==> src/rtl/kbd_autotype_if.sv <==
// Event-injection and overlay bundle between a loader/OSD (master) and kbd_autotype_ctrl (slave).
interface kbd_autotype_if;
  logic        tick;
  logic        wr_en;
  logic [7:0]  wr_data;
  logic        clear;
  logic        phys_active;
  logic [83:0] mask;
  logic        full;
  logic        empty;
  logic        busy;
  logic        overflow;
  logic        bad_event;

  modport master (
    output tick, wr_en, wr_data, clear, phys_active,
    input  mask, full, empty, busy, overflow, bad_event
  );

  modport slave (
    input  tick, wr_en, wr_data, clear, phys_active,
    output mask, full, empty, busy, overflow, bad_event
  );
endinterface

==> src/rtl/kbd_autotype_ctrl.sv <==
// Autotype scheduler: FIFO of key events sequenced into an active-low 12x7 matrix overlay.
// Define AUTOTYPE_PHYS_PRIORITY_EN to stall injection while a physical key is down.
module kbd_autotype_ctrl #(
  parameter int FIFO_DEPTH  = 16,
  parameter int HOLD_TICKS  = 3,
  parameter int GAP_TICKS   = 2,
  parameter int SHIFT_TICKS = 1
) (
  input logic           clk,
  input logic           reset,
  kbd_autotype_if.slave bus
);
  localparam int AW = $clog2(FIFO_DEPTH);
  localparam int CW = 16;
  localparam logic [AW:0]   DEPTH_L = (AW + 1)'(FIFO_DEPTH);
  localparam logic [CW-1:0] HOLD_L  = CW'(HOLD_TICKS);
  localparam logic [CW-1:0] GAP_L   = CW'(GAP_TICKS);
  localparam logic [CW-1:0] SHIFT_L = CW'(SHIFT_TICKS);

  localparam logic [1:0] S_IDLE  = 2'd0;
  localparam logic [1:0] S_SHIFT = 2'd1;
  localparam logic [1:0] S_PRESS = 2'd2;
  localparam logic [1:0] S_GAP   = 2'd3;

  logic [7:0]    mem [FIFO_DEPTH];
  logic [AW-1:0] wr_ptr, rd_ptr;
  logic [AW:0]   count;
  logic [1:0]    state;
  logic [CW-1:0] cnt;
  logic [7:0]    hold;
  logic [7:0]    head;
  logic          pause, pop, push, head_valid, step, last;
  logic [6:0]    key_idx;
  logic [83:0]   mask_next;

`ifdef AUTOTYPE_PHYS_PRIORITY_EN
  assign pause = bus.phys_active;
`else
  logic unused_phys;
  assign pause       = 1'b0;
  assign unused_phys = bus.phys_active;
`endif

  assign bus.full  = (count == DEPTH_L);
  assign bus.empty = (count == '0);
  assign bus.busy  = (state != S_IDLE) || !bus.empty;

  assign head       = mem[rd_ptr];
  assign head_valid = (head[6:3] <= 4'd11) && (head[2:0] != 3'd7);
  assign pop        = (state == S_IDLE) && !bus.empty && !pause && !bus.clear;
  // A pop frees a slot in the same cycle, so a push while full still lands.
  assign push       = bus.wr_en && (!bus.full || pop) && !bus.clear;
  assign step       = bus.tick && !pause;
  assign last       = (cnt == CW'(1));
  assign key_idx    = 7'(hold[6:3]) * 7'd7 + 7'(hold[2:0]);

  always_comb begin
    mask_next = '1;
    case (state)
      S_SHIFT: mask_next[6] = 1'b0;
      S_PRESS: begin
        mask_next[key_idx] = 1'b0;
        if (hold[7]) mask_next[6] = 1'b0;
      end
      default: mask_next = '1;
    endcase
  end

  always_ff @(posedge clk) begin
    if (push && !reset) mem[wr_ptr] <= bus.wr_data;
  end

  always_ff @(posedge clk) begin
    if (reset || bus.clear) begin
      wr_ptr <= '0;
      rd_ptr <= '0;
      count  <= '0;
    end else begin
      if (push) wr_ptr <= wr_ptr + 1'b1;
      if (pop)  rd_ptr <= rd_ptr + 1'b1;
      case ({push, pop})
        2'b10:   count <= count + 1'b1;
        2'b01:   count <= count - 1'b1;
        default: count <= count;
      endcase
    end
  end

  always_ff @(posedge clk) begin
    if (reset) begin
      state         <= S_IDLE;
      cnt           <= '0;
      hold          <= '0;
      bus.mask      <= '1;
      bus.overflow  <= 1'b0;
      bus.bad_event <= 1'b0;
    end else begin
      bus.overflow  <= bus.wr_en && bus.full && !pop && !bus.clear;
      bus.bad_event <= pop && !head_valid;
      bus.mask      <= bus.clear ? '1 : mask_next;
      if (bus.clear) begin
        state <= S_IDLE;
        cnt   <= '0;
      end else begin
        case (state)
          S_IDLE: if (pop) begin
            hold <= head;
            if (head_valid) begin
              state <= head[7] ? S_SHIFT : S_PRESS;
              cnt   <= head[7] ? SHIFT_L : HOLD_L;
            end
          end
          S_SHIFT: if (step) begin
            if (last) begin
              state <= S_PRESS;
              cnt   <= HOLD_L;
            end else cnt <= cnt - 1'b1;
          end
          S_PRESS: if (step) begin
            if (last) begin
              state <= S_GAP;
              cnt   <= GAP_L;
            end else cnt <= cnt - 1'b1;
          end
          default: if (step) begin
            if (last) begin
              state <= S_IDLE;
              cnt   <= '0;
            end else cnt <= cnt - 1'b1;
          end
        endcase
      end
    end
  end
endmodule

==> src/flat_wrapper.sv <==
// flat-port wrapper written by rule: the top's interface ports become plain ports
module kbd_autotype_ctrl_flat 
#(
  parameter int FIFO_DEPTH  = 16,
  parameter int HOLD_TICKS  = 3,
  parameter int GAP_TICKS   = 2,
  parameter int SHIFT_TICKS = 1
)
  (clk, reset, bus_tick, bus_wr_en, bus_wr_data, bus_clear, bus_phys_active, bus_mask, bus_full, bus_empty, bus_busy, bus_overflow, bus_bad_event);
  kbd_autotype_if bus_i ();
  input logic clk;
  input logic reset;
  input wire logic [$bits(bus_i.tick)-1:0] bus_tick;
  input wire logic [$bits(bus_i.wr_en)-1:0] bus_wr_en;
  input wire logic [$bits(bus_i.wr_data)-1:0] bus_wr_data;
  input wire logic [$bits(bus_i.clear)-1:0] bus_clear;
  input wire logic [$bits(bus_i.phys_active)-1:0] bus_phys_active;
  output wire logic [$bits(bus_i.mask)-1:0] bus_mask;
  output wire logic [$bits(bus_i.full)-1:0] bus_full;
  output wire logic [$bits(bus_i.empty)-1:0] bus_empty;
  output wire logic [$bits(bus_i.busy)-1:0] bus_busy;
  output wire logic [$bits(bus_i.overflow)-1:0] bus_overflow;
  output wire logic [$bits(bus_i.bad_event)-1:0] bus_bad_event;
  assign bus_i.tick = bus_tick;
  assign bus_i.wr_en = bus_wr_en;
  assign bus_i.wr_data = bus_wr_data;
  assign bus_i.clear = bus_clear;
  assign bus_i.phys_active = bus_phys_active;
  assign bus_mask = bus_i.mask;
  assign bus_full = bus_i.full;
  assign bus_empty = bus_i.empty;
  assign bus_busy = bus_i.busy;
  assign bus_overflow = bus_i.overflow;
  assign bus_bad_event = bus_i.bad_event;
  kbd_autotype_ctrl #(.FIFO_DEPTH(FIFO_DEPTH), .HOLD_TICKS(HOLD_TICKS), .GAP_TICKS(GAP_TICKS), .SHIFT_TICKS(SHIFT_TICKS)) u_core (.clk(clk), .reset(reset), .bus(bus_i));
endmodule
==> config.mk <==
export PLATFORM = sky130hd
export DESIGN_NAME = kbd_autotype_ctrl_flat
export DESIGN_NICKNAME = d
export VERILOG_FILES = /design/src/rtl/kbd_autotype_if.sv /design/src/rtl/kbd_autotype_ctrl.sv /design/src/flat_wrapper.sv
export SDC_FILE = /design/constraint.sdc
export NUM_CORES = 1
export LEC_CHECK = 0
export ABC_AREA = 1
export ABC_CLOCK_PERIOD_IN_PS = 9750
export CELL_PAD_IN_SITES_DETAIL_PLACEMENT = 0
export CELL_PAD_IN_SITES_GLOBAL_PLACEMENT = 1
export CORE_MARGIN = 2
export CORE_UTILIZATION = 32
export CTS_CLUSTER_DIAMETER = 40
export DETAILED_ROUTE_END_ITERATION = 8
export PLACE_DENSITY_LB_ADDON = 0.05
export REMOVE_ABC_BUFFERS = 1
export SYNTH_ARGS = -nofsm -noshare
export SYNTH_HDL_FRONTEND = slang
export SYNTH_SLANG_ARGS = --single-unit
export TNS_END_PERCENT = 100
==> constraint.sdc <==
create_clock -name clk -period 9.75 [get_ports clk]
set_input_delay 2.4375 -clock clk [delete_from_list [all_inputs] [get_ports clk]]
set_output_delay 2.4375 -clock clk [all_outputs]
set_load 0.01 [all_outputs]
==> reports/metrics.cfg, run 1 <==
[setup_path]
critPathKind = in2reg
crit_chain = clkdlybuf4s50_1, inv_1, nand3_1, clkinv_1, ha_1, ha_1, nand2_1, nand2_1, a31oi_1, inv_1, o21ai_0, a21oi_1, o21ai_0, a21oi_1
crit_slowest_cell = clkinv_1
crit_fanout = 17
start_kind = primary input
r2r_cells = 14
worstSetupPathDepth = 14
crit_required_ns = 10.16
worstPathArrival_ns = 5.68
slowest_delay_ns = 0.65
crit_family = buffers and inverters
endpoint_kind = flip-flop
crit_buf_inv = 4

[finish]
drive_gt1_share_pct = 9.113
diodes = 0
area_growth_pct = 29.40
nets = 1239

[pwr]
p_clk_share_pct = 52.6
swShare_pct = 25.97
netSwitchingPower_mw = 0.8480
power.density_nw_per_um2 = 240.7
p_seq_share_pct = 35.7
leakage_nw = 5.277
internal_power_mw = 2.418
p_comb_share_pct = 11.7
ir_drop_mv = 0.1265
fin_total_pwr_mw = 3.266

[run]
drv_cap = 0

[clocking]
h-tree-depth = 2
cts_tree = built
ctsResizeCount = 0
cts_made_buffers = 45
clk_pin_slew_ns = 0.04
clock-root-buffer = clkbuf_16
cts_hold_buf = 0
clock_latency_ns = 0.54
postCtsSetupBuffers = 0
ctsLongestPathBuffers = 3
clock-sinks = 257

[timing]
fin_worst_skew_ns = 0.01952
tightest_slew_ns = 1.112
max_clock_freq_ghz = 0.1898
fin_setup_tns_ns = 0
setup_viol = 0
hold_viol = 0
rsz0062_at_grt = false
finalCritPeriodShare_pct = 54.04
slew_headroom_pct = 25.63
fin_ws_ns = 4.481
period_minus_slack_ns = 5.269
finalMaxSlewViolations = 0

[grt]
grt_max_degree = 70
grt_pass1_vias = 7321
grtUsageMet2_pct = 25.29
grt_pass1_wl_um = 41940
grt.busiest_layer = met2
met3_usage_pct = 3.048
antenna_found_initial = 0
gr-total-overflow = 0
grt_use_met1_pct = 22.69
grt_usage_pct = 16.18

[synth]
yosysSeqAreaShare_pct = 61.29
ys_ff_latch = 257
syn_inst = 1078
syn_area_sq_um = 10490
ys.warnings.count = 0
ys_types = 39
avgSynthCellArea_sq_um = 9.726

[placement]
dpl.hpwl_um = 17550
portBuffers = 101
gp_congestion = 0.7336
place_ws_ns = 3.940

[floorplan]
core_sq_um = 32370
die_y_um = 185.0
die_x_um = 185.0
rows = 66
die_area_sq_um = 34230
ios = 103
initial_core_util_pct = 32.39

[min_path]
min_path_type = reg2reg
holdPathStages = 1

[status]
outcome = finished clean

[drt]
num_vias = 7416
postRouteAntennaNets = 0
viasPerCell = 4.438
drt_iter0_markers = 357
firstDrtPassIters = 4
drcViolationCount = 0
wl_per_cell_um = 16.26
wl_um = 27170

## final timing paths
kind | from | end | slack [ns]
max | bus_clear | u_core.count[4] | 4.48
min | u_core.count[4] | u_core.count[4] | 0.45
max reg2reg | u_core.state[0] | u_core.count[4] | 6.07
min reg2reg | u_core.count[4] | u_core.count[4] | 0.45
## power groups by stage
stage,Sequential (mW),Combinational [mW],Clock [mW]
6_report,1.17,0.383,1.72
5_1_grt,1.17,0.440,1.80
4_1_cts,1.17,0.390,1.75
3_5_place_dp,1.19,0.387,0
3_3_place_gp,1.19,0.385,0
2_1_floorplan,1.19,0.278,0
## through the flow
stage	std cells	hold WS, ns	utilization, %	instance area, sq um
6_report	1671	0.4469	41.91	13570
5_1_grt	1671	0.4637	41.91	13570
4_1_cts	1671	0.4485	41.91	13570
3_3_place_gp	1587	0.4467	36.69	11880
2_1_floorplan	1038	0.4260	-	10260
3_5_place_dp	1587	0.4416	36.69	11880
## worst register-to-register path, stage by stage (launching register included)
cell and delay [ns]:
dfxtp_1 0.38, inv_1 0.10, ha_1 0.37, nand3_1 0.50, clkinv_1 0.65, ha_1 0.50, ha_1 0.35, nand2_1 0.07
nand2_1 0.04, a31oi_1 0.13, inv_1 0.07, o21ai_0 0.14, a21oi_1 0.07, o21ai_0 0.16, a21oi_1 0.05
## registers in the layout, summed over array words and instances, names as in the netlist, named ones only
| register | cells |
|---|---|
| u_core.bus.bad_event | 1 |
| u_core.bus.mask | 84 |
| u_core.bus.overflow | 1 |
| u_core.cnt | 16 |
| u_core.count | 5 |
| u_core.hold | 8 |
| u_core.mem | 128 |
| u_core.rd_ptr | 4 |
| u_core.state | 2 |
| u_core.wr_ptr | 4 |
## cell usage after synthesis (all sizes together)
master  count  area, sq um
ha         27        337.8
inv       107        401.6
o22ai       3        18.77
xor2        3        45.05
or2         2        12.51
o211ai     14        105.1
clkinv      2        7.510
a211oi      1        7.510
nand3      86        430.4
o21ai      58        290.3
and2        1        6.260
nand2     259         1002
a21boi      1        7.510
and3        1        6.260
a31oi       2        12.51
a21oi      42        221.5
xnor2       7        61.31
dfxtp     129         2582
nor4        1        6.260
nand4       2        12.51
nand3b      3        22.52
o221ai      5        43.79
fa          6        120.1
nor2      140        570.5
edfxtp    128         3844
nor3        8        85.08
buf        27        175.2
clkbuf     13        48.80
## layout by cell type (no fill, tap or decap), types with 4 or more instances in the layout
cell type | netlist | final
a21oi_1 | 41 | 41
buf_4 | 9 | 6
bufinv_16 | 0 | 8
clkbuf_16 | 0 | 48
clkdlybuf4s50_1 | 0 | 101
clkinv_2 | 0 | 5
clkinv_4 | 0 | 8
dfxtp_1 | 129 | 128
edfxtp_1 | 128 | 128
fa_1 | 6 | 6
ha_1 | 27 | 27
inv_1 | 105 | 105
inv_6 | 0 | 4
nand2_1 | 253 | 253
nand3_1 | 86 | 86
nor2_1 | 134 | 133
nor2_4 | 6 | 6
nor3_1 | 4 | 4
nor3_4 | 4 | 4
o211ai_1 | 14 | 14
o21ai_0 | 53 | 53
o21ai_1 | 5 | 5
o221ai_1 | 5 | 5
xnor2_1 | 7 | 7
## kinds of logic after synthesis
kind of cell	after synthesis	share of synthesized area (%)
DFF	257	61.29
AOI/OAI and AO/OA	126	6.742
xor gates and xnor gates	10	1.014
and+or+nand+nor	503	20.55
buffers and inverters	149	6.038
adders and majority gates	33	4.368
## final cells by class
cell class	instances	area, sq um
Clock inverter	31	440.4
Fill cell	3178	18800
Clock buffer	53	1250
Tap cell	442	553.0
Multi-Input combinational cell	672	3432
Timing Repair Buffer	107	1056
Inverter	109	409.1
Sequential cell	257	6427
## layer usage
layer / vias to the layer above / share of wire [%]
met3: 43 / 4.4
li1: 3786 / -
met2: 134 / 44
met1: 3453 / 49
met5: - / 0
met4: 0 / 2.1
Power figures use the tool's default switching activity.
==> run 2, diff against run 1 <==
ABC_CLOCK_PERIOD_IN_PS = 5300   (was 9750)
clock period = 5.3 ns   (was 9.75 ns; I/O delays follow)
==> run 2 against run 1 <==
- register-to-register slack lost 4.2 ns
- setup slack lost 2.9 ns
- critical path depth grew 1
- utilization shrank 0.63 points
- total power grew 74%
==> reports/metrics.cfg, run 2 (synthesized netlist as in run 1, its figures left out) <==
[timing]
slew_headroom_pct = 30.70
rsz0062_at_grt = false
setup_viol = 0
fin_worst_skew_ns = 0.02842
fin_setup_tns_ns = 0
fin_ws_ns = 1.541
tightest_slew_ns = 1.036
finalMaxSlewViolations = 0
period_minus_slack_ns = 3.759
max_clock_freq_ghz = 0.2660
finalCritPeriodShare_pct = 70.93
hold_viol = 0

[pwr]
leakage_nw = 5.157
fin_total_pwr_mw = 5.672
ir_drop_mv = 0.2410
power.density_nw_per_um2 = 424.4

[finish]
largest_reg_flops = 128
nets = 1237
layout_common_cells = nand2_1, nor2_1, dfxtp_1, edfxtp_1, inv_1
largest-register = u_core.mem
diodes = 0
drive_gt1_share_pct = 8.354
largestRegisters = u_core.mem: 128 flops, u_core.bus.mask: 84 flops, u_core.cnt: 16 flops
regArea_sq_um = 6427
fillCellCount = 3287
final_common_cell = nand2_1
multi_input_area_sq_um = 3432
area_growth_pct = 27.47

[floorplan]
die_x_um = 185.0
ios = 103
rows = 66
die_y_um = 185.0
die_area_sq_um = 34230
core_sq_um = 32370
initial_core_util_pct = 32.39

[drt]
wl_per_cell_um = 16.13
drt_iter0_markers = 357
viasPerCell = 4.432
firstDrtPassIters = 4
num_vias = 7371
drcViolationCount = 0
wl_um = 26820
postRouteAntennaNets = 0

[setup_path]
endpoint_kind = flip-flop
crit_fanout = 17
worstPathArrival_ns = 4.16
crit_required_ns = 5.70
start_kind = primary input
critPathKind = in2reg

[placement]
dpl.hpwl_um = 17620
gp_congestion = 0.7524
portBuffers = 101
place_ws_ns = 0.9978

[clocking]
clk_pin_slew_ns = 0.04
h-tree-depth = 2
clock_latency_ns = 0.54
ctsLongestPathBuffers = 3
postCtsSetupBuffers = 0
cts_hold_buf = 0
ctsResizeCount = 0
clock-root-buffer = clkbuf_16
clock-sinks = 257
cts_made_buffers = 42
cts_tree = built

[grt]
grt_pass1_wl_um = 42550
grt_usage_pct = 16.22
gr-total-overflow = 0
grt_pass1_vias = 7502
antenna_found_initial = 0
grt_max_degree = 49

[status]
outcome = finished clean

[min_path]
min_path_type = reg2reg

[run]
drv_cap = 0

[run 2: cell count changes in the layout (fill, tap and decap cells not counted)]
cell,delta
clkinv_8,-1
buf_4,+1
inv_8,-1
inv_4,-1
clkinv_4,-5
inv_6,-4
clkbuf_16,-5
bufinv_16,-1
clkinv_2,+1
clkinv_1,+2
clkinvlp_4,+6
[run 2: worst paths after layout]
check	startpoint	end	slack (ns)	cells after the start
max	bus_clear	u_core.count[4]	1.54	15
min	u_core.count[4]	u_core.count[4]	0.45	1
max reg2reg	u_core.hold[4]	u_core.bus.mask[72]	1.91	14
min reg2reg	u_core.count[4]	u_core.count[4]	0.45	1
[run 2: where the power goes]
part,switching [mW],leakage [nW],internal [mW]
combinational,0.466,2.25,0.228
clock,0.964,0.708,1.86
sequential,0.0322,2.20,2.12
[run 2: layout make-up]
type,instances,area share (%)
Sequential cell,257,48.09
Clock buffer,48,8.416
Multi-Input combinational cell,672,25.68
Tap cell,442,4.138
Timing Repair Buffer,108,7.957
Clock inverter,27,2.659
Inverter,109,3.061
[run 2: through the flow]
step | area, sq um | utilization, % | hold slack, ns | instances
floorplan | 10260 | - | 0.4260 | 1038
global placement | 11890 | 36.72 | 0.4424 | 1588
detailed placement | 11890 | 36.72 | 0.4474 | 1588
CTS | 13370 | 41.29 | 0.4550 | 1663
global route | 13370 | 41.29 | 0.4672 | 1663
finish | 13370 | 41.29 | 0.4546 | 1663
[run 2: worst max-delay path: stages]
cell	delay, ns
clkdlybuf4s50_1	0.50
inv_1	0.07
nand3_1	0.08
buf_4	0.20
clkinv_1	0.43
ha_1	0.46
ha_1	0.34
nand2_1	0.07
nand2_1	0.04
a31oi_1	0.13
inv_1	0.07
o21ai_0	0.15
a21oi_1	0.07
o21ai_0	0.17
a21oi_1	0.06
[run 2: metal layers]
metal / part of all wire (%) / GRT usage (%) / vias up
li1: - / - / 3761
met1: 49 / 22.11 / 3429
met2: 45 / 25.92 / 133
met3: 4.5 / 3.303 / 48
met4: 2.0 / 5.048 / 0
met5: 0 / 0 / -
==> run 3, diff against run 2 <==
ABC_CLOCK_PERIOD_IN_PS = 3400   (was 5300)
clock period = 3.4 ns   (was 5.3 ns; I/O delays follow)
==> run 3 against run 2 <==
- setup slack lost 1.3 ns
- sequential share of layout area shrank 1.1 points
- global-route usage shrank 0.19 points
- highest routed layer unchanged
==> reports/metrics.cfg, run 3 (synthesized netlist as in run 1, its figures left out) <==
[clocking]
cts_made_buffers = 42
clock_latency_ns = 0.52
h-tree-depth = 2
cts_tree = built
clock-sinks = 257
clock-root-buffer = clkbuf_16
clk_pin_slew_ns = 0.05
ctsLongestPathBuffers = 3

[finish]
regArea_sq_um = 6427
drive_gt1_share_pct = 11.47
multi_input_area_sq_um = 3432
largest-register = u_core.mem
fillCellCount = 3183
diodes = 0
area_growth_pct = 30.54
postLayoutCellArea_sq_um = 13690
largest_reg_flops = 128
largestRegisters = u_core.mem: 128 flops, u_core.bus.mask: 84 flops, u_core.cnt: 16 flops
layout_common_cells = nand2_1, nor2_1, dfxtp_1, edfxtp_1, inv_1
nets = 1279
final_common_cell = nand2_1

[setup_path]
worst-r2r-setup-slack_ns = 0.23
r2r-start = u_core.hold[4]
crit_fanout = 8
start_kind = flip-flop
critPathKind = reg2reg
r2r_cells = 15
worstPathArrival_ns = 3.57
r2r-end = u_core.bus.mask[28]
crit_required_ns = 3.80
endpoint_kind = flip-flop

[pwr]
fin_total_pwr_mw = 8.777
leakage_nw = 5.379
power.density_nw_per_um2 = 641.3
ir_drop_mv = 0.3286

[floorplan]
core_sq_um = 32370
ios = 103
rows = 66
die_x_um = 185.0
die_area_sq_um = 34230
die_y_um = 185.0
initial_core_util_pct = 32.39

[placement]
portBuffers = 101
placed_cell_area_sq_um = 12200
gp_congestion = 0.7259
dpl.hpwl_um = 17620
place_ws_ns = 0.07576

[timing]
period_minus_slack_ns = 3.171
setup_viol = 0
hold_slack_ns = 0.4410
rsz0062_at_grt = false
fin_ws_ns = 0.2289
finalCritPeriodShare_pct = 93.27
max_clock_freq_ghz = 0.3154
hold_viol = 0
fin_worst_skew_ns = 0.01066
finalMaxSlewViolations = 0
tightest_slew_ns = 0.7360
slew_headroom_pct = 50.78

[grt]
grt_pass1_wl_um = 41890
grt_pass1_vias = 7330
grt_usage_pct = 16.02
antenna_found_initial = 0
grt_max_degree = 72
gr-total-overflow = 0

[drt]
firstDrtPassIters = 6
postRouteAntennaNets = 0
viasPerCell = 4.378
num_vias = 7469
wl_um = 26780
drt_iter0_markers = 415
wl_per_cell_um = 15.70
drcViolationCount = 0

[run]
drv_cap = 0

[min_path]
min_path_type = reg2reg
holdPathStages = 1
min_to = u_core.count[4]
min-delay-start = u_core.count[4]

[status]
outcome = finished clean

## run 3: cell count changes in the layout (fill, tap and decap cells not counted), sizes merged
cell,change
clkbuf,+7
bufinv,-2
clkinv,-5
inv,+3
clkinvlp,-2
buf,+42
## run 3: metrics by stage
| stage | setup TNS (ns) | std cells | util, % |
|---|---|---|---|
| floorplan | -0.02320 | 1038 | - |
| global placement | 0 | 1627 | 37.70 |
| detailed placement | 0 | 1627 | 37.70 |
| CTS | 0 | 1703 | 42.13 |
| global route | 0 | 1706 | 42.28 |
| finish | 0 | 1706 | 42.28 |
## run 3: layout make-up
class	instances	area share, %
Timing Repair Buffer	150	10.44
Multi-Input combinational cell	672	25.08
Clock inverter	21	1.865
Tap cell	442	4.041
Sequential cell	257	46.96
Clock buffer	55	8.630
Inverter	109	2.989
## run 3: report_power, final
group | switching (mW) | internal (mW) | leakage, nW
clock | 1.45 | 2.82 | 0.700
sequential | 0.0441 | 3.30 | 2.20
combinational | 0.746 | 0.408 | 2.48
total | 2.24 | 6.53 | 5.38
## run 3: worst max-delay path, stage by stage, from the launching register on
cell and delay (ns):
dfxtp_1 0.41, inv_1 0.11, fa_1 0.54, inv_1 0.04, ha_1 0.28, ha_1 0.35
a21oi_1 0.14, nand2_1 0.09, nand2_2 0.08, nand2_2 0.06, a21oi_4 0.17, xor2_4 0.24
nand2_4 0.14, nor3_4 0.23, buf_12 0.15, nand2_1 0.05
## run 3: timing repair
action                                 4_1_cts  5_1_grt
hold buffers                                 0        0
endpoints found under the hold margin        0        0
setup buffers                                0        3
gates resized for setup                      0        1
setup endpoints to repair                    0       26
## run 3: how the worst max path moves through the flow
| stage | cells past startpoint | to | from |
|---|---|---|---|
| global route | 14 | u_core.bus.mask[70] | u_core.hold[4] |
| detailed placement | 15 | u_core.count[4] | bus_clear |
| CTS | 9 | u_core.bus.mask[79] | u_core.hold[4] |
| finish | 15 | u_core.bus.mask[28] | u_core.hold[4] |
| global placement | 15 | u_core.count[4] | bus_clear |
| floorplan | 7 | u_core.cnt[0] | bus_clear |
## run 3: layer usage
layer	part of all wire, %	vias up	wire (um)	track usage [%]
met4	2.1	0	550	4.698
met1	50	3427	13310	22.75
met5	0	-	0	0
li1	-	3854	-	-
met3	4.7	45	1259	3.008
met2	44	143	11670	24.85
